===== src/rtl/sbox_table_builder.sv =====
// rtl/sbox_table_builder.sv - collects candidate bytes into a bijective S-box and serves lookups
//
// Purpose:
//   Builds a 2**MIX_WIDTH-entry permutation table from a stream of candidate
//   symbols (duplicates rejected). If the candidate budget runs out first,
//   the missing symbols are appended in ascending order. Once complete, the
//   table answers registered lookups with a latency of one cycle.
//
// Optional feature macro: SBOX_INVERSE_EN
//   Adds an inverse table (inv[value] = index), written alongside the forward
//   table, plus the inv_en/inv_addr/inv_rd_valid/inv_data lookup port.
//
// Ports:
//   clk, reset_n            clock (rising edge), asynchronous active-low reset
//   start                   pulse, begins a build from IDLE or READY
//   in_valid, V_in          candidate symbol stream
//   collecting, ready       state indicators (COLLECT, READY)
//   count, dup_count        entries written, saturating duplicate count
//   fill_used               table was completed by the deterministic fill
//   lut_en, lut_addr        forward lookup request (honoured in READY)
//   lut_rd_valid, lut_data  forward lookup result, one cycle later

module sbox_table_builder #(
    parameter int MIX_WIDTH      = 8,
    parameter int MAX_CANDIDATES = 4096,
    parameter int DUP_WIDTH      = 16
) (
    input  logic                 clk,
    input  logic                 reset_n,
    input  logic                 start,
    input  logic                 in_valid,
    input  logic [MIX_WIDTH-1:0] V_in,
    output logic                 collecting,
    output logic                 ready,
    output logic [MIX_WIDTH:0]   count,
    output logic [DUP_WIDTH-1:0] dup_count,
    output logic                 fill_used,
    input  logic                 lut_en,
    input  logic [MIX_WIDTH-1:0] lut_addr,
    output logic                 lut_rd_valid,
    output logic [MIX_WIDTH-1:0] lut_data
`ifdef SBOX_INVERSE_EN
    ,
    input  logic                 inv_en,
    input  logic [MIX_WIDTH-1:0] inv_addr,
    output logic                 inv_rd_valid,
    output logic [MIX_WIDTH-1:0] inv_data
`endif
);

    localparam int N  = 1 << MIX_WIDTH;
    localparam int CW = $clog2(MAX_CANDIDATES + 1);
    localparam logic [MIX_WIDTH:0] N_CNT    = (MIX_WIDTH+1)'(N);
    localparam logic [CW-1:0]      CAND_MAX = CW'(MAX_CANDIDATES);

    typedef enum logic [2:0] {
        S_IDLE,
        S_CLEAR,
        S_COLLECT,
        S_FILL,
        S_READY
    } state_t;

    state_t                 state_q, state_d;
    logic [N-1:0]           used_q, used_d;
    logic [MIX_WIDTH:0]     count_q, count_d;
    logic [CW-1:0]          cand_q, cand_d;
    logic [DUP_WIDTH-1:0]   dup_q, dup_d;
    logic [MIX_WIDTH-1:0]   fill_ptr_q, fill_ptr_d;
    logic                   fill_used_q, fill_used_d;
    logic                   lut_rd_valid_q, lut_rd_valid_d;
    logic [MIX_WIDTH-1:0]   lut_data_q, lut_data_d;

    logic                   wr_en;
    logic [MIX_WIDTH-1:0]   wr_addr;
    logic [MIX_WIDTH-1:0]   wr_data;

    logic [MIX_WIDTH-1:0]   table_mem [N];

    always_comb begin
        state_d     = state_q;
        used_d      = used_q;
        count_d     = count_q;
        cand_d      = cand_q;
        dup_d       = dup_q;
        fill_ptr_d  = fill_ptr_q;
        fill_used_d = fill_used_q;
        wr_en       = 1'b0;
        wr_addr     = count_q[MIX_WIDTH-1:0];
        wr_data     = V_in;

        case (state_q)
            S_IDLE: begin
                if (start) state_d = S_CLEAR;
            end
            S_CLEAR: begin
                used_d      = '0;
                count_d     = '0;
                cand_d      = '0;
                dup_d       = '0;
                fill_ptr_d  = '0;
                fill_used_d = 1'b0;
                state_d     = S_COLLECT;
            end
            S_COLLECT: begin
                if (in_valid) begin
                    cand_d = cand_q + CW'(1);
                    if (!used_q[V_in]) begin
                        wr_en          = 1'b1;
                        used_d[V_in]   = 1'b1;
                        count_d        = count_q + (MIX_WIDTH+1)'(1);
                    end else if (dup_q != '1) begin
                        dup_d = dup_q + DUP_WIDTH'(1);
                    end
                end
                // Completion wins when the last unique symbol is also the
                // final permitted candidate.
                if (count_d == N_CNT) begin
                    state_d = S_READY;
                end else if (cand_d == CAND_MAX) begin
                    state_d     = S_FILL;
                    fill_used_d = 1'b1;
                end
            end
            S_FILL: begin
                // Sweep every symbol once; unused ones are appended in order.
                wr_data    = fill_ptr_q;
                fill_ptr_d = fill_ptr_q + MIX_WIDTH'(1);
                if (!used_q[fill_ptr_q]) begin
                    wr_en              = 1'b1;
                    used_d[fill_ptr_q] = 1'b1;
                    count_d            = count_q + (MIX_WIDTH+1)'(1);
                end
                if (count_d == N_CNT) state_d = S_READY;
            end
            S_READY: begin
                if (start) state_d = S_CLEAR;
            end
            default: state_d = S_IDLE;
        endcase
    end

    // Writes happen only outside READY and reads only in READY, so the
    // registered read never races a write.
    always_comb begin
        lut_rd_valid_d = (state_q == S_READY) && lut_en;
        lut_data_d     = lut_data_q;
        if (lut_rd_valid_d) lut_data_d = table_mem[lut_addr];
    end

    always_ff @(posedge clk or negedge reset_n) begin
        if (!reset_n) begin
            state_q        <= S_IDLE;
            used_q         <= '0;
            count_q        <= '0;
            cand_q         <= '0;
            dup_q          <= '0;
            fill_ptr_q     <= '0;
            fill_used_q    <= 1'b0;
            lut_rd_valid_q <= 1'b0;
            lut_data_q     <= '0;
        end else begin
            state_q        <= state_d;
            used_q         <= used_d;
            count_q        <= count_d;
            cand_q         <= cand_d;
            dup_q          <= dup_d;
            fill_ptr_q     <= fill_ptr_d;
            fill_used_q    <= fill_used_d;
            lut_rd_valid_q <= lut_rd_valid_d;
            lut_data_q     <= lut_data_d;
        end
    end

    always_ff @(posedge clk) begin
        if (wr_en) table_mem[wr_addr] <= wr_data;
    end

`ifdef SBOX_INVERSE_EN
    logic [MIX_WIDTH-1:0] inv_mem [N];
    logic                 inv_rd_valid_q, inv_rd_valid_d;
    logic [MIX_WIDTH-1:0] inv_data_q, inv_data_d;

    always_comb begin
        inv_rd_valid_d = (state_q == S_READY) && inv_en;
        inv_data_d     = inv_data_q;
        if (inv_rd_valid_d) inv_data_d = inv_mem[inv_addr];
    end

    always_ff @(posedge clk or negedge reset_n) begin
        if (!reset_n) begin
            inv_rd_valid_q <= 1'b0;
            inv_data_q     <= '0;
        end else begin
            inv_rd_valid_q <= inv_rd_valid_d;
            inv_data_q     <= inv_data_d;
        end
    end

    always_ff @(posedge clk) begin
        if (wr_en) inv_mem[wr_data] <= wr_addr;
    end

    assign inv_rd_valid = inv_rd_valid_q;
    assign inv_data     = inv_data_q;
`endif

    assign collecting   = (state_q == S_COLLECT);
    assign ready        = (state_q == S_READY);
    assign count        = count_q;
    assign dup_count    = dup_q;
    assign fill_used    = fill_used_q;
    assign lut_rd_valid = lut_rd_valid_q;
    assign lut_data     = lut_data_q;

endmodule


===== config.mk =====
export PLATFORM = sky130hd
export DESIGN_NAME = sbox_table_builder
export DESIGN_NICKNAME = d
export VERILOG_FILES = /design/src/rtl/sbox_table_builder.sv
export SDC_FILE = /design/constraint.sdc
export NUM_CORES = 2
export LEC_CHECK = 0
export BUFFER_PORTS_ARGS = -buffer_cell sky130_fd_sc_hd__buf_2
export CAP_MARGIN = 15
export CORE_UTILIZATION = 50
export DETAILED_ROUTE_END_ITERATION = 8
export GPL_TIMING_DRIVEN = 0
export PLACE_DENSITY = 0.74
export SYNTH_ARGS = -nofsm -noshare
export SYNTH_HDL_FRONTEND = slang
export SYNTH_SLANG_ARGS = --single-unit

===== constraint.sdc =====
create_clock -name clk -period 42.7 [get_ports clk]
set_input_delay 12.81 -clock clk [delete_from_list [all_inputs] [get_ports clk]]
set_output_delay 12.81 -clock clk [all_outputs]
set_load 0.03 [all_outputs]

[After elaboration in Yosys (flattened, before gate mapping)]
Memory sizes are Yosys's and may differ from the RTL's. A register that Yosys moved wholly into a read port is not among the register bits.
Index checks and enable logic that the tools add are counted.
Word-level totals
  bits in registers: 307
  RAM bits: 2048
  bits of input ports: 21
  output and inout port bits: 37
  word-level logic and storage cells: 91
  memories kept: 1
Memory list
  table_mem: words 256, width 8, rd ports 1, clocked after memory_dff 1, write ports 1, line 78  | logic [MIX_WIDTH-1:0] table_mem [N];
Operators by class
  add/subtract/negate cells: 4
  order comparisons: 4
  equal/unequal tests: 18
  multiplexer cells: 41
  bitwise operators: 2
  reductions and logical operators: 13
Operator list (count)
  $mux W256: 3
  $pmux W256 S3: 1
  $or A256 B256 Y256: 2
  $mux W16: 3
  $mux W9: 5
  $pmux W16 S2: 1
  $pmux W9 S3: 1
  $mux W13: 2
  $pmux W13 S2: 1
  $eq A9 B9 Y1 const B: 2
  $lt A8 B9 Y1 const B: 2
  $add A16 B1 Y16 const B: 1
  $bmux W1 S8: 2
  $demux W1 S8: 2
  $ge A8 B1 Y1 const B: 2
  $ne A16 B16 Y1 const B: 1
  $pmux W8 S2: 1
  $add A13 B1 Y13 const B: 1
  $eq A13 B13 Y1 const B: 1
  $mux W3: 4
  $pmux W3 S4: 1
  $mux W1: 11
  $ne A2 B2 Y1 const B: 5
  $add A9 B1 Y9 const B: 1
  16 further kinds: 26

[Longest topological paths before layout]
  depth after elaboration: 8
  depth in mapped cells: 18

[Least setup slack after synthesis]
No wires, ideal clock.
  path type: input port to flip-flop
  start: in V_in[1]
  end: mem table_mem[0][1], data pin
  setup time: 2188 ps
  arrival: 18999 ps
  data required time: 40512 ps
  slack: 21513 ps
  stages on the path: 9
  path through: buf_4 buf_6 buf_6 buf_4 buf_4 buf_2 clkbuf_1 nand2_1 o21ai_0
On the way
  cells in the longest elaborated chain, start to end: 1
RTL lines
  from (decl): line 32  | input logic [MIX_WIDTH-1:0] V_in,
  $mux W8: line 92  | case (state_q)
  named net wr_data[1]: line 76  | logic [MIX_WIDTH-1:0] wr_data;
  to (decl): line 78
The timed path passes the listed nets, and every way through them passes these cells.

[Worst setup path after layout]
  start: in V_in[0]
  end: mem table_mem[183][7], enable pin
On the way
  cells in the longest elaborated chain, start to end: 7
RTL lines
  $bmux W1 S8: line 108  | if (!used_q[V_in]) begin
  $mux W1 (implied by the code): line 108
  $mux W1: line 108
  $mux W1: line 106  | if (in_valid) begin
  $pmux W1 S2: line 92
  $mux W1: line 176  | if (wr_en) table_mem[wr_addr] <= wr_data;
  $mux W1 (implied by the code): line 176
Every way passes these cells. The select of a mux whose other input is x is not followed.

==> impl_metrics.csv <==
group,metric,value,unit
setup_path,cp_num_buf_inv,5,
cts,cts_resized,0,
synthesis,synth_nets,5527,
cts,tritoncts,"built",
setup_path,cp-end-kind,"flip-flop",
timing,holdWs,0.498,ns
power,finalPower,6.04,mW
die,pin_count,58,
synthesis,ys_ff_latch,2363,
synthesis,yosysWarningCount,0,
synthesis,netlist_top_cells_area,"edfxtp_1, mux4_2, dfrtp_1",
synthesis,synth_ff_type,"edfxtp_1",
finish,drive_gt1_frac,0.261,
die,die_w,452,um
finish,final_cells,8772,
status,status,"complete, no violations",
die,die_area,204000,sq um
timing,fmaxAchievable,53.4,MHz
min_path,hp-class,"flip-flop to flip-flop",
setup_path,worst_ep_required_time,43.16,ns
routing,vias,61700,
die,core_area,200000,sq um
routing,drtAntennaViolNets,0,
run,cap_violations,0,
global_route,grt_pass1_vias,60000,
setup_path,startpoint_type,"primary input",
timing,rsz0062_at_grt,"no",
synthesis,synth_top_area_share,0.607,
timing,finalWorstSetupSlack,23.97,ns
synthesis,synth_area,101000,sq um
routing,firstDrtPassIters,8,
cts,clk_latency,0.91,ns
place,placed_area,107000,sq um
setup_path,path_cells,"buf_2, nor2b_1, clkbuf_1, clkbuf_1, a22oi_1, nand2_1, o22ai_1, o21ai_0, nand4_2, a21oi_2, a21bo_1, buf_2, clkbuf_1, and3_1",
synthesis,synth-seq-area-share,0.685,
setup_path,max_stage_delay,0.89,ns
die,core.rowCount,164,
cts,cts_setup_buffers,0,
timing,hold_viol_final,0,
place,dp_hpwl,215000,um
timing,period_minus_slack,18.73,ns
timing,worstMarginPinSlew,1.42,ns
setup_path,path_common_cell,"clkbuf_1",
routing,avgViaCountPerCell,7.03,
setup_path,arrival,19.19,ns
cts,cts_made_buffers,228,
timing,setup_tns,0,ns
synthesis,synth_top_cell_by_area,"edfxtp_1",
routing,remaining_drc_errors,0,
place,place_ws,23.67,ns
cts,clockBufferDepth,3,
place,dp.cells,8293,
cts,htreeDepth,4,
global_route,grt_usage,0.313,
synthesis,syn_inst,5496,
cts,clk_pin_slew,0.06,ns
place,gp_congestion,1.04,
synthesis,yosysMostFrequentCell,"edfxtp_1",
die,start_util,0.505,
power,power.density,52.6,nW/um^2
synthesis,netlist_top_cells_count,"edfxtp_1, mux4_2, nand2_1",
finish,area_growth_syn_to_layout,13.4,%
setup_path,critical_path_class,"primary input to flip-flop",
cts,holdBufCountCts,0,
timing,slew_headroom,0.0527,
power,vdd_drop_max,42.1,uV
timing,setup_violations,0,
setup_path,cp_top_family,"buffers and inverters",
global_route,grt_max_degree,109,
timing,period_share,0.439,
place,port_buffers,49,
timing,finClkSkew,0.0945,ns
finish,finalNetCount,5925,
routing,wl_per_cell,36.6,um
global_route,grt_pass1_wl,448000,um
global_route,antenna_found_initial,26,
synthesis,synth.avg_cell_area,18.4,sq um
timing,slew_viol_final,0,
synthesis,synth-edff-count,2048,
cts,cts-root-buf,"clkbuf_16",
global_route,overflow,0,
routing,drt-total-wl,321000,um
die,die_h,452,um
setup_path,path_max_fanout,10,
finish,final_core_util,0.573,
synthesis,synth-async-reset-ratio,0.133,
power,p_leak,38.1,nW
finish,final_cell_area,115000,sq um
routing,drt_iter0_drc,11200,
cts,clock_sinks,2363,
setup_path,slowest_stage,"clkbuf_1",
synthesis,ys_types,69,
finish,fillCellCount,14400,
state kept, by name (all words and copies together), names as in the netlist:
register      flops
cand_q           13
table_mem      2048
used_q          256
state_q           3
fill_used         1
lut_rd_valid      1
count             9
fill_ptr_q        8
dup_count        16
lut_data          8
where the power goes:
part           switching (mW)  total, mW  internal, mW
logic                   0.952       1.25         0.295
registers              0.0269       2.72          2.70
clock network           0.900       2.07          1.17
total                    1.88       6.04          4.16
cells in the final DEF (no fill, tap or decap), types with 11 or more instances in the layout:
| cell | count |
|---|---|
| a211oi_1 | 11 |
| a21oi_1 | 29 |
| a221oi_1 | 14 |
| a22oi_1 | 299 |
| and3_1 | 267 |
| buf_1 | 86 |
| buf_12 | 20 |
| buf_16 | 29 |
| buf_2 | 74 |
| buf_4 | 28 |
| buf_6 | 36 |
| buf_8 | 48 |
| bufinv_16 | 28 |
| clkbuf_1 | 351 |
| clkbuf_16 | 231 |
| clkinv_1 | 51 |
| clkinv_2 | 42 |
| clkinvlp_4 | 15 |
| dfrtp_1 | 315 |
| diode_2 | 26 |
| edfxtp_1 | 2048 |
| inv_1 | 14 |
| mux2_2 | 30 |
| mux2i_1 | 130 |
| mux4_2 | 734 |
| nand2_1 | 360 |
| nand2b_1 | 18 |
| nand3_1 | 32 |
| nor2_1 | 151 |
| nor2b_1 | 16 |
| nor3_1 | 22 |
| nor4_1 | 14 |
| nor4_2 | 13 |
| o211ai_1 | 13 |
| o21a_1 | 11 |
| o21ai_0 | 48 |
| o22ai_1 | 19 |
| o31ai_1 | 59 |
| o31ai_2 | 206 |
final timing paths:
check	endpoint	start	depth (start not counted)	slack, ns
worst max-delay path	table_mem[183][7]$_DFFE_PP_	V_in[0]	14	23.97
worst min register to register	cand_q[12]$_DFFE_PN0P_	cand_q[12]$_DFFE_PN0P_	2	0.50
worst min-delay path	cand_q[12]$_DFFE_PN0P_	cand_q[12]$_DFFE_PN0P_	2	0.50
worst max register to register	table_mem[183][7]$_DFFE_PP_	fill_ptr_q[1]$_DFFE_PN0P_	13	35.22
max in group asynchronous	used_q[89]$_DFFE_PN0P_	reset_n	2	29.57
min in group asynchronous	used_q[186]$_DFFE_PN0P_	reset_n	1	11.99
area by class of cell:
class	instances	area, sq um	area share
Sequential cell	2363	69400	0.604
Multi-Input combinational cell	2642	29900	0.260
Clock buffer	271	5940	0.0517
Tap cell	2656	3320	0.0289
Timing Repair Buffer	168	2370	0.0206
Buffer	475	2100	0.0183
Clock inverter	155	1700	0.0148
Antenna cell	26	65.1	0.000566
Inverter	16	60.1	0.000523
worst min-delay path, delay by kind of cell (launching register included):
kind,cells,cell delay (ns)
AOI/OAI and AO/OA,1,0.06
DFF,1,0.36
and+or+nand+nor,1,0.05
kinds of logic (layout without fill, tap and decap cells):
family | count (synthesis) | count (layout) | synth area share
compound gates | 765 | 765 | 0.0654
xor+xnor | 9 | 9 | 0.000778
fa+ha+maj | 10 | 10 | 0.00124
buf+inv | 491 | 1085 | 0.0211
flops | 2363 | 2363 | 0.685
mux | 894 | 894 | 0.179
other cells | 0 | 26 | 0
simple gates | 964 | 964 | 0.0469
layer usage:
| metal | vias up | routed length, um | GRT usage |
|---|---|---|---|
| met1 | 31600 | 111000 | 0.410 |
| met4 | 6 | 22000 | 0.178 |
| met2 | 5342 | 141000 | 0.455 |
| met5 | - | 45 | 0 |
| met3 | 1143 | 46700 | 0.112 |
| li1 | 23600 | - | - |
Note: power is estimated with default switching activity, not from simulation.
